File: src/rtl/sdram_arbiter_n.sv
// N-client SDRAM port arbiter: urgent-first then round-robin grants, gated by a
// per-client enable mask, with burst-limited ownership of the controller port.
module sdram_arbiter_n #(
  parameter int N_CLIENTS = 4,
  parameter int ADDR_W    = 22,
  parameter int DATA_W    = 128,
  parameter int MAX_BURST = 16,
  localparam int BE_W     = DATA_W / 8,
  localparam int ID_W     = (N_CLIENTS > 1) ? $clog2(N_CLIENTS) : 1
) (
  input  logic                      clk,
  input  logic                      reset,
  input  logic [N_CLIENTS-1:0]      cl_en,
  input  logic [N_CLIENTS-1:0]      cl_urgent,
  input  logic [N_CLIENTS-1:0]      cl_rd,
  input  logic [N_CLIENTS-1:0]      cl_wr,
  input  logic [N_CLIENTS*ADDR_W-1:0] cl_addr,
  input  logic [N_CLIENTS*DATA_W-1:0] cl_wrdata,
  input  logic [N_CLIENTS*BE_W-1:0] cl_be,
  output logic [N_CLIENTS-1:0]      cl_wait,
  output logic [N_CLIENTS-1:0]      cl_ac,
  output logic [DATA_W-1:0]         cl_rddata,
  output logic [ADDR_W-1:0]         ar_addr,
  output logic [BE_W-1:0]           ar_be,
  output logic                      ar_read,
  output logic                      ar_write,
  output logic [DATA_W-1:0]         ar_wrdata,
  input  logic                      ar_ac,
  input  logic [DATA_W-1:0]         ar_rddata,
  output logic                      grant_valid,
  output logic [ID_W-1:0]           grant_id,
  output logic                      proto_err
);

  // Handshake: a client holds rd/wr until cl_ac; each ar_ac is one beat of the
  // owner and is routed only to it. ar_ac seen while idle belongs to nobody.
  localparam logic [0:0] ST_IDLE = 1'b0;
  localparam logic [0:0] ST_OWN  = 1'b1;
  localparam int CNT_W = $clog2(MAX_BURST + 1);
  localparam logic [CNT_W-1:0] LAST_BEAT = CNT_W'(MAX_BURST - 1);

  logic [0:0]           state;
  logic [ID_W-1:0]      rr_ptr;
  logic [CNT_W-1:0]     beat_cnt;
  logic [N_CLIENTS-1:0] eligible;
  logic                 any_elig;
  logic                 found_urg;
  logic                 found_rr;
  logic [ID_W-1:0]      urg_win;
  logic [ID_W-1:0]      rr_win;
  logic [ID_W-1:0]      winner;
  logic [ID_W-1:0]      next_ptr;
  int                   idx;

  logic               own_rd;
  logic               own_wr;
  logic [ADDR_W-1:0]  own_addr;
  logic [DATA_W-1:0]  own_wrdata;
  logic [BE_W-1:0]    own_be;

  always_comb begin
    eligible  = cl_en & (cl_rd | cl_wr);
    any_elig  = |eligible;
    found_urg = 1'b0;
    found_rr  = 1'b0;
    urg_win   = '0;
    rr_win    = '0;
    idx       = 0;
    for (int i = 0; i < N_CLIENTS; i++) begin
      if (!found_urg && eligible[i] && cl_urgent[i]) begin
        found_urg = 1'b1;
        urg_win   = ID_W'(i);
      end
    end
    // Upward search starting at rr_ptr, wrapping at N_CLIENTS.
    for (int k = 0; k < N_CLIENTS; k++) begin
      idx = int'(rr_ptr) + k;
      if (idx >= N_CLIENTS) idx = idx - N_CLIENTS;
      if (!found_rr && eligible[idx[ID_W-1:0]]) begin
        found_rr = 1'b1;
        rr_win   = idx[ID_W-1:0];
      end
    end
    winner   = found_urg ? urg_win : rr_win;
    next_ptr = (int'(winner) == N_CLIENTS - 1) ? '0 : winner + 1'b1;
  end

  always_comb begin
    own_rd     = cl_rd[grant_id];
    own_wr     = cl_wr[grant_id];
    own_addr   = cl_addr[int'(grant_id)*ADDR_W +: ADDR_W];
    own_wrdata = cl_wrdata[int'(grant_id)*DATA_W +: DATA_W];
    own_be     = cl_be[int'(grant_id)*BE_W +: BE_W];
  end

  always_ff @(posedge clk) begin
    if (reset) begin
      state     <= ST_IDLE;
      rr_ptr    <= '0;
      beat_cnt  <= '0;
      grant_id  <= '0;
      proto_err <= 1'b0;
    end else begin
      case (state)
        ST_IDLE: begin
          if (any_elig) begin
            state    <= ST_OWN;
            grant_id <= winner;
            rr_ptr   <= next_ptr;
            beat_cnt <= '0;
          end
        end
        default: begin
          if (own_rd && own_wr) proto_err <= 1'b1;
          // Enable-mask changes never cut a grant short; only these two exits.
          if (ar_ac) begin
            beat_cnt <= beat_cnt + 1'b1;
            if (beat_cnt == LAST_BEAT) state <= ST_IDLE;
          end else if (!own_rd && !own_wr) begin
            state <= ST_IDLE;
          end
        end
      endcase
    end
  end

  // grant_valid doubles as the visible FSM state (1 = OWN).
  assign grant_valid = (state == ST_OWN);
  assign cl_rddata   = ar_rddata;

  always_comb begin
    ar_addr   = '0;
    ar_wrdata = '0;
    ar_be     = '1;
    ar_read   = 1'b0;
    ar_write  = 1'b0;
    cl_wait   = '1;
    cl_ac     = '0;
    if (state == ST_OWN) begin
      ar_addr            = own_addr;
      ar_wrdata          = own_wrdata;
      ar_be              = own_be;
      ar_write           = own_wr;
      ar_read            = own_rd & ~own_wr;
      cl_wait[grant_id]  = 1'b0;
      cl_ac[grant_id]    = ar_ac;
    end
  end

endmodule

File: config.mk
export PLATFORM = sky130hd
export DESIGN_NAME = sdram_arbiter_n
export DESIGN_NICKNAME = d
export VERILOG_FILES = /design/src/rtl/sdram_arbiter_n.sv
export SDC_FILE = /design/constraint.sdc
export NUM_CORES = 1
export LEC_CHECK = 0
export ABC_CLOCK_PERIOD_IN_PS = 3600
export CORE_AREA = 2 2 430 432
export CTS_CLUSTER_SIZE = 24
export DETAILED_ROUTE_END_ITERATION = 8
export DIE_AREA = 0 0 432 434
export PLACE_DENSITY = 0.3
export SKIP_CTS_REPAIR_TIMING = 1
export SKIP_LAST_GASP = 1
export SYNTH_ARGS = -nofsm -noshare
export SYNTH_HDL_FRONTEND = slang
export SYNTH_SLANG_ARGS = --single-unit
File: constraint.sdc
create_clock -name clk -period 3.6 [get_ports clk]
set_input_delay 0.36 -clock clk [delete_from_list [all_inputs] [get_ports clk]]
set_output_delay 0.36 -clock clk [all_outputs]
set_load 0.01 [all_outputs]
==> metrics.txt, run 1 <==
CTS Buf Count=3; fin cells=3736; synthesized area=0.00684 mm^2; R2R Setup Slk=1210 ps; Worst-path clk slew=40 ps; initial drt markers=485; top cells by area, synth=mux4_2 (55%), buf_4 (14%), and2_1 (14%); HP Class=reg -> reg; crit path from=grant_id[0]; Post-Synth Adder-Cell Area=0.366%; Compound-Gate Fraction of Synth Area=4.08%; worst slew pin tran=708 ps; post-synthesis mux area share=55.6%; total power draw=3.36 mW; Clock Tree Root=clkbuf_16; Hold Fails Final Rpt=0; area delta synth->final=159%; largest net degree at the start of global routing=87; Worst Skew=0.767 ps; Yosys reg bits=11; HPWL after detailed placement=109000 um; GRT Resource Usage Total=11.8%; RD Place Congestion=0.831; vias per cell=2.51; combinational family with the most area after synthesis=multiplexers; Synth Area in Simple Gates=18.4%; Slew Viols, Final=0; outcome=complete, but fails checks; register area=231 um^2; Clock Latency Late Sink=240 ps; crit path max fanout=15; Post-synth top cells=mux4_2 (167), and2_1 (152), buf_4 (130); Post-Route Setup TNS=0 ps; Synth Warn #=0; dpl cells=3714; CORE AREA=0.182 mm^2; Setup Crit Path Kind=reg -> out; layout cell share with drive strength beyond 1=17.1%; max_slew headroom=52.0%; P per Cell Area=189 mW/mm^2; number of enable flip-flop cells after synthesis=0; Startpoint Class=flop; Fmax achieved=332 MHz; drt pass-1 iters=5; TritonCTS clock tree=built; Worst Path Arrival=2660 ps; grt total ovfl=0; min Tclk post-route=3020 ps; CP required=3240 ps; CTS H-tree lvls=1; cell taking the most area after synthesis=mux4_2; Synth Area in XOR/XNOR=0.128%; Final Cycle Share=83.8%; initial core utilization=3.75%; hold path start=proto_err; Routed Wire Length=118000 um; die width=432 um; failing checks=antenna rules; Vert. Die Dim=434 um; Critical Path Sink Type=output port; row cnt=157; via count=9376; area of the multi-input gates=0.00538 mm^2; WL/cell=31.5 um; first-pass GRT wire length=137000 um; DRC=0; Max Cap Viol=0; Synth Flop Type=dfxtp_1; final-layout fill cell count=21000; ys async rst share=0%; RSZ-0062 raised after global routing=false; clk buf depth=2; Seq/Total Area, Yosys=3.22%; I/O pin total=1119; Syn Nets=1439; Netlist cell types=43; FF-to-FF Start=grant_id[0]; count leader, synth=mux4_2; Antenna Violating Nets Remaining=1; WHS=460 ps; peak supply drop=0.000115 V; leakage=5.23 nW; Setup Viol. Count Final=0; vias in the first global route=9756; NumNets Final=2147; Sink Count=11; post-synth top area share=55.0%; Avg Synthesized Cell Area=10.9 um^2; Port Buffers=862; Gate Count Post-Synth=626; DIE AREA=0.187 mm^2; initial antenna violation count=136
worst max-delay path: stages (launching register included):
cell and delay (ps):
dfxtp_4 490, buf_12 220, buf_12 200, mux4_2 530
and2_1 240, clkdlybuf4s50_1 680
kinds of logic after synthesis:
kind of cell / after synthesis
buffers and inverters: 194
AO/OA/AOI/OAI: 35
adder cells (fa/ha/maj): 2
AND/OR/NAND/NOR: 213
multiplexers: 170
XOR/XNOR: 1
flip-flops: 11
report_power, final:
part           switching [mW]  internal [mW]
registers              0.0381          0.133
clock network          0.0588          0.149
logic                    1.27           1.70
total                    1.37           1.99
state kept, by name (all words and copies together) (netlist names):
signal,flops
grant_id,2
grant_valid,1
rr_ptr,2
beat_cnt,5
proto_err,1
final timing paths:
| check | to | cells after the start |
|---|---|---|
| max | ar_wrdata[89] | 5 |
| min | proto_err | 2 |
| max reg2reg | grant_valid | 4 |
| min reg2reg | proto_err | 2 |
metrics by stage:
| stage | cell area, um^2 | utilization [%] | setup slack [ps] |
|---|---|---|---|
| detailed placement | 17600 | 9.64 | 772 |
| global placement | 17600 | 9.64 | 713 |
| CTS | 17700 | 9.69 | 560 |
| finish | 17700 | 9.71 | 584 |
| floorplan | 6840 | - | 1530 |
| global route | 17700 | 9.69 | 529 |
layer usage:
layer | share of wire (%) | global-route usage (%)
met4 | 1.6 | 1.55
met5 | 0.40 | 0
met1 | 37 | 13.6
met3 | 10 | 4.55
met2 | 51 | 21.1
area by class of cell:
| type | count | share of cell area (%) |
|---|---|---|
| diodes | 18 | 0.254 |
| clock buffers | 4 | 0.445 |
| inverters | 5 | 0.106 |
| multi-input cells | 421 | 30.4 |
| flip-flops and latches | 11 | 1.31 |
| well taps | 2385 | 16.8 |
| repair buffers | 892 | 50.7 |
cell usage in the layout, fill, tap and decap left out, types with 2 or more instances in the layout:
cell             instances
a211oi_1                 2
a211oi_2                 2
a21oi_1                  8
and2_1                 152
and3_1                   2
buf_12                  14
buf_4                   33
clkbuf_16                3
clkdlybuf4s50_1        845
dfxtp_1                  8
dfxtp_4                  3
diode_2                 18
ha_1                     2
inv_1                    5
mux4_2                 167
nand2_1                 18
nand2b_1                18
nand3_1                  3
nand3b_1                 2
nor2_1                  12
nor3b_1                  3
o211ai_1                 2
o21a_1                   2
o21ai_0                  3
o21ai_2                  3
Power figures use the tool's default switching activity.
==> inputs of run 2 (changes only) <==
--- a/config.mk
+++ b/config.mk
@@ -5,11 +5,11 @@
 export SDC_FILE = /design/constraint.sdc
 export NUM_CORES = 1
 export LEC_CHECK = 0
-export ABC_CLOCK_PERIOD_IN_PS = 3600
-export CORE_AREA = 2 2 430 432
+export ABC_CLOCK_PERIOD_IN_PS = 2700
+export CORE_AREA = 2 2 442 444
 export CTS_CLUSTER_SIZE = 24
 export DETAILED_ROUTE_END_ITERATION = 8
-export DIE_AREA = 0 0 432 434
+export DIE_AREA = 0 0 444 446
 export PLACE_DENSITY = 0.3
 export SKIP_CTS_REPAIR_TIMING = 1
 export SKIP_LAST_GASP = 1
==> constraint.sdc (replaced) <==
create_clock -name clk -period 2.7 [get_ports clk]
set_input_delay 0.27 -clock clk [delete_from_list [all_inputs] [get_ports clk]]
set_output_delay 0.27 -clock clk [all_outputs]
set_load 0.01 [all_outputs]
==> run 2 against run 1 <==
The flow now finishes without violations; register-to-register slack got worse by 370 ps; final area is 2.3% higher; power grew 37%; clock power increased by 47%; worst setup slack worse by 550 ps; hold slack improved by 16 ps; critical path depth unchanged; die area grew 5.6%; via count is 3.6% higher.
==> metrics.txt, run 2 (synthesis results as in run 1) <==
outcome=completed; Worst-path clk slew=60 ps; Biggest register=beat_cnt; max_slew headroom=64.0%; Internal=2.71 mW; pre-CTS setup slack=246 ps; CORE AREA=0.194 mm^2; Post-Route Setup TNS=0 ps; peak supply drop=0.000152 V; Startpoint Class=flop; Fmax achieved=375 MHz; via count=9710; largest net degree at the start of global routing=46; Worst Skew=9.26 ps; commonest non-fill, non-tap cell in the layout=clkdlybuf4s50_1; final worst setup slack=30.0 ps; Clock Latency Late Sink=260 ps; row cnt=162; Setup Viol. Count Final=0; WL/cell=33.6 um; Port Buffers=862; Final Cell Area=0.0181 mm^2; Slew Viols, Final=0; HPWL after detailed placement=123000 um; Vert. Die Dim=446 um; HP Class=reg -> reg; leading registers by flop count=beat_cnt x5, grant_id x2, rr_ptr x2; TritonCTS clock tree=built; RSZ-0062 raised after global routing=true; CTS Buf Count=3; worst slew pin tran=533 ps; most frequent cells in the layout=clkdlybuf4s50_1 (794), mux4_2 (167), and2_1 (152), buf_4 (80), buf_12 (21); Final Cycle Share=98.9%; NumNets Final=2162; Routed Wire Length=132000 um; die width=444 um; initial antenna violation count=202; DIE AREA=0.198 mm^2; first-pass GRT wire length=152000 um; CP required=2430 ps; Max Cap Viol=0; Clock Tree Root=clkbuf_16; Sink Count=11; initial drt markers=615; Reg power frac=4.6%; drt pass-1 iters=5; vias in the first global route=9762; crit path max fanout=10; NetSw=1.89 mW; P per Cell Area=254 mW/mm^2; Combinational Power Share=88.8%; Hold Fails Final Rpt=0; I/O pin total=1119; Placed Area=0.0179 mm^2; area delta synth->final=165%; vias per cell=2.48; switch share=41.2%; Worst Path Arrival=2400 ps; number of flip-flops in the largest register=5; R2R Setup Slk=840 ps; initial core utilization=3.54%; clk buf depth=2; Setup Crit Path Kind=reg -> out; Clock power frac=6.6%; GRT Resource Usage Total=12.6%; RD Place Congestion=0.879; Critical Path Sink Type=output port; DRC=0; CTS H-tree lvls=1; grt total ovfl=0; leakage=5.48 nW; Antenna Violating Nets Remaining=0; min Tclk post-route=2670 ps; layout cell share with drive strength beyond 1=21.6%
-- run 2: area by class of cell --
class | count | area, um^2
clock buffer | 4 | 78.8
antenna | 32 | 80.1
fill | 22300 | 175000
tap | 2542 | 3180
sequential | 11 | 231
timing repair buffer | 907 | 9170
multi-input combinational | 421 | 5380
inverter | 5 | 18.8
-- run 2: worst max-delay path, cell delays in order, from the launching register on --
cell and delay, ps:
dfxtp_4 390, buf_4 210, clkbuf_16 240, mux4_2 570, and2_1 190, clkdlybuf4s50_1 530
-- run 2: power by group through the flow --
stage	registers (mW)	clock network [mW]	logic, mW
global placement	0.215	0	4.17
detailed placement	0.215	0	4.15
CTS	0.211	0.320	4.18
global route	0.214	0.327	4.33
floorplan	0.193	0	1.65
finish	0.212	0.305	4.09
-- run 2: worst paths after layout --
| check | startpoint | to | cells past startpoint |
|---|---|---|---|
| hold reg to reg | beat_cnt[3] | beat_cnt[3] | 1 |
| setup / recovery | grant_id[0] | ar_wrdata[117] | 5 |
| hold / removal | beat_cnt[3] | beat_cnt[3] | 1 |
| setup reg to reg | grant_id[0] | grant_valid | 5 |
-- run 2: per-stage QoR --
stage                     std cells  hold slack (ps)  power (mW)  util [%]
after global placement         3882              469        4.39      9.23
after floorplan                 626              342        1.84         -
after global routing           3898              488        4.88      9.34
after detailed placement       3882              463        4.36      9.23
final                          3922              477        4.60      9.37
after CTS                      3886              476        4.71      9.27
-- run 2: per-layer routing --
| layer | GRT usage, % | share of wire [%] | up-vias |
|---|---|---|---|
| li1 | - | - | 3766 |
| met3 | 7.56 | 14 | 363 |
| met1 | 13.6 | 35 | 4643 |
| met2 | 21.1 | 47 | 814 |
| met4 | 2.32 | 3.2 | 124 |
| met5 | 0 | 0.68 | - |
==> inputs of run 3 (changes only) <==
--- a/config.mk
+++ b/config.mk
@@ -6,11 +6,14 @@
 export NUM_CORES = 1
 export LEC_CHECK = 0
 export ABC_CLOCK_PERIOD_IN_PS = 2700
-export CORE_AREA = 2 2 442 444
+export CAP_MARGIN = 15
+export CELL_PAD_IN_SITES_DETAIL_PLACEMENT = 1
+export CELL_PAD_IN_SITES_GLOBAL_PLACEMENT = 1
+export CORE_AREA = 2 2 435 437
 export CTS_CLUSTER_SIZE = 24
 export DETAILED_ROUTE_END_ITERATION = 8
-export DIE_AREA = 0 0 444 446
-export PLACE_DENSITY = 0.3
+export DIE_AREA = 0 0 437 439
+export PLACE_DENSITY = 0.34
 export SKIP_CTS_REPAIR_TIMING = 1
 export SKIP_LAST_GASP = 1
 export SYNTH_ARGS = -nofsm -noshare
==> run 3 against run 2 <==
Final area down 0.46%; clock power down 10%; non-clock buffer count unchanged; utilization up 0.28 points; sequential share of layout area about the same; register-to-register slack worse by 230 ps; first-iteration DRC count down 15%; worst setup slack worse by 28 ps.
==> metrics.txt, run 3 (synthesis results as in run 1) <==
min Tclk post-route=2700 ps; register area=231 um^2; Worst-path clk slew=40 ps; layout cell share with drive strength beyond 1=20.7%; HP Class=reg -> reg; Max Cap Viol=0; commonest non-fill, non-tap cell in the layout=clkdlybuf4s50_1; Slew Viols, Final=0; Setup Crit Path Kind=reg -> out; Clock Tree Root=clkbuf_16; Vert. Die Dim=439 um; row cnt=159; fin cells=3859; Antenna Violating Nets Remaining=0; Final Cycle Share=99.9%; worst slew pin tran=535 ps; I/O pin total=1119; WHS=465 ps; leading registers by flop count=beat_cnt x5, grant_id x2, rr_ptr x2; Startpoint Class=flop; peak supply drop=0.000151 V; clk buf depth=2; CTS Buf Count=3; Worst Path Arrival=2430 ps; Biggest register=beat_cnt; final-layout fill cell count=22000; NetSw=1.81 mW; Post-Route Setup TNS=0 ps; WL/cell=31.6 um; DRC=0; leakage=5.49 nW; Clock power frac=6.0%; CORE AREA=0.187 mm^2; Port Buffers=862; crit path max fanout=17; HPWL after detailed placement=113000 um; Clock Latency Late Sink=240 ps; Routed Wire Length=122000 um; initial drt markers=520; drt pass-1 iters=4; CP required=2430 ps; first-pass GRT wire length=143000 um; most frequent cells in the layout=clkdlybuf4s50_1 (803), mux4_2 (167), and2_1 (152), buf_4 (74), buf_12 (19); outcome=completed; initial core utilization=3.66%; RD Place Congestion=0.870; area delta synth->final=164%; die width=437 um; P per Cell Area=250 mW/mm^2; grt total ovfl=0; Worst Skew=1.77 ps; RSZ-0062 raised after global routing=true; number of flip-flops in the largest register=5; TritonCTS clock tree=built; area of the multi-input gates=0.00538 mm^2; dpl cells=3832; initial antenna violation count=152; Reg power frac=4.7%; Hold Fails Final Rpt=0; CTS H-tree lvls=1; total power draw=4.52 mW; Critical Path Sink Type=output port; Fmax achieved=371 MHz; GRT Resource Usage Total=12.0%; Setup Viol. Count Final=0; DIE AREA=0.192 mm^2; via count=9482; vias per cell=2.46; Sink Count=11; Internal=2.71 mW; max_slew headroom=63.9%; switch share=40.1%; NumNets Final=2162; largest net degree at the start of global routing=70; Post-Route Utilization=9.65%; vias in the first global route=9928; Combinational Power Share=89.3%
## run 3: cell count changes in the layout (fill, tap and decap cells not counted)
cell	change
buf_12	-2
clkdlybuf4s50_1	+9
clkbuf_16	-1
buf_16	+2
buf_4	-6
diode_2	-16
buf_6	-5
dlymetal6s2s_1	+3
## run 3: worst paths after layout
kind	to	depth (start not counted)	slack, ps	startpoint
hold reg to reg	proto_err	2	470	proto_err
setup reg to reg	grant_valid	5	610	grant_id[1]
hold / removal	proto_err	2	470	proto_err
setup / recovery	ar_wrdata[20]	5	2	grant_id[0]
## run 3: area by class of cell
| cell class | count | share of cell area (%) |
|---|---|---|
| timing repair buffer | 907 | 50.9 |
| multi-input combinational | 421 | 29.8 |
| tap | 2495 | 17.3 |
| sequential | 11 | 1.28 |
| clock buffer | 4 | 0.437 |
| antenna | 16 | 0.222 |
| inverter | 5 | 0.104 |
## run 3: per-stage QoR
stage	setup WS, ps	area (um^2)
after floorplan	721	6840
after global placement	183	17800
after detailed placement	197	17800
after CTS	-76.0	17900
after global routing	-42.2	18000
final	2.26	18100
## run 3: critical path, stage by stage (launching register included)
cell             delay, ps
dfxtp_4                450
buf_16                 200
buf_16                 200
mux4_2                 510
and2_1                 250
clkdlybuf4s50_1        520
## run 3: per-layer routing
layer  up-vias  wire length (um)  track usage (%)
met2       781             62300             22.0
met1      4573             42200             12.7
met4        74              2370             1.31
met5         -               576            0.273
li1       3745                 -                -
met3       309             14300             5.66
## run 3: power by group through the flow
stage / clock [mW] / sequential [mW] / combinational, mW
after floorplan: 0 / 0.193 / 1.65
after CTS: 0.288 / 0.216 / 4.14
after detailed placement: 0 / 0.219 / 4.10
after global routing: 0.299 / 0.216 / 4.27
after global placement: 0 / 0.219 / 4.13
final: 0.273 / 0.211 / 4.04
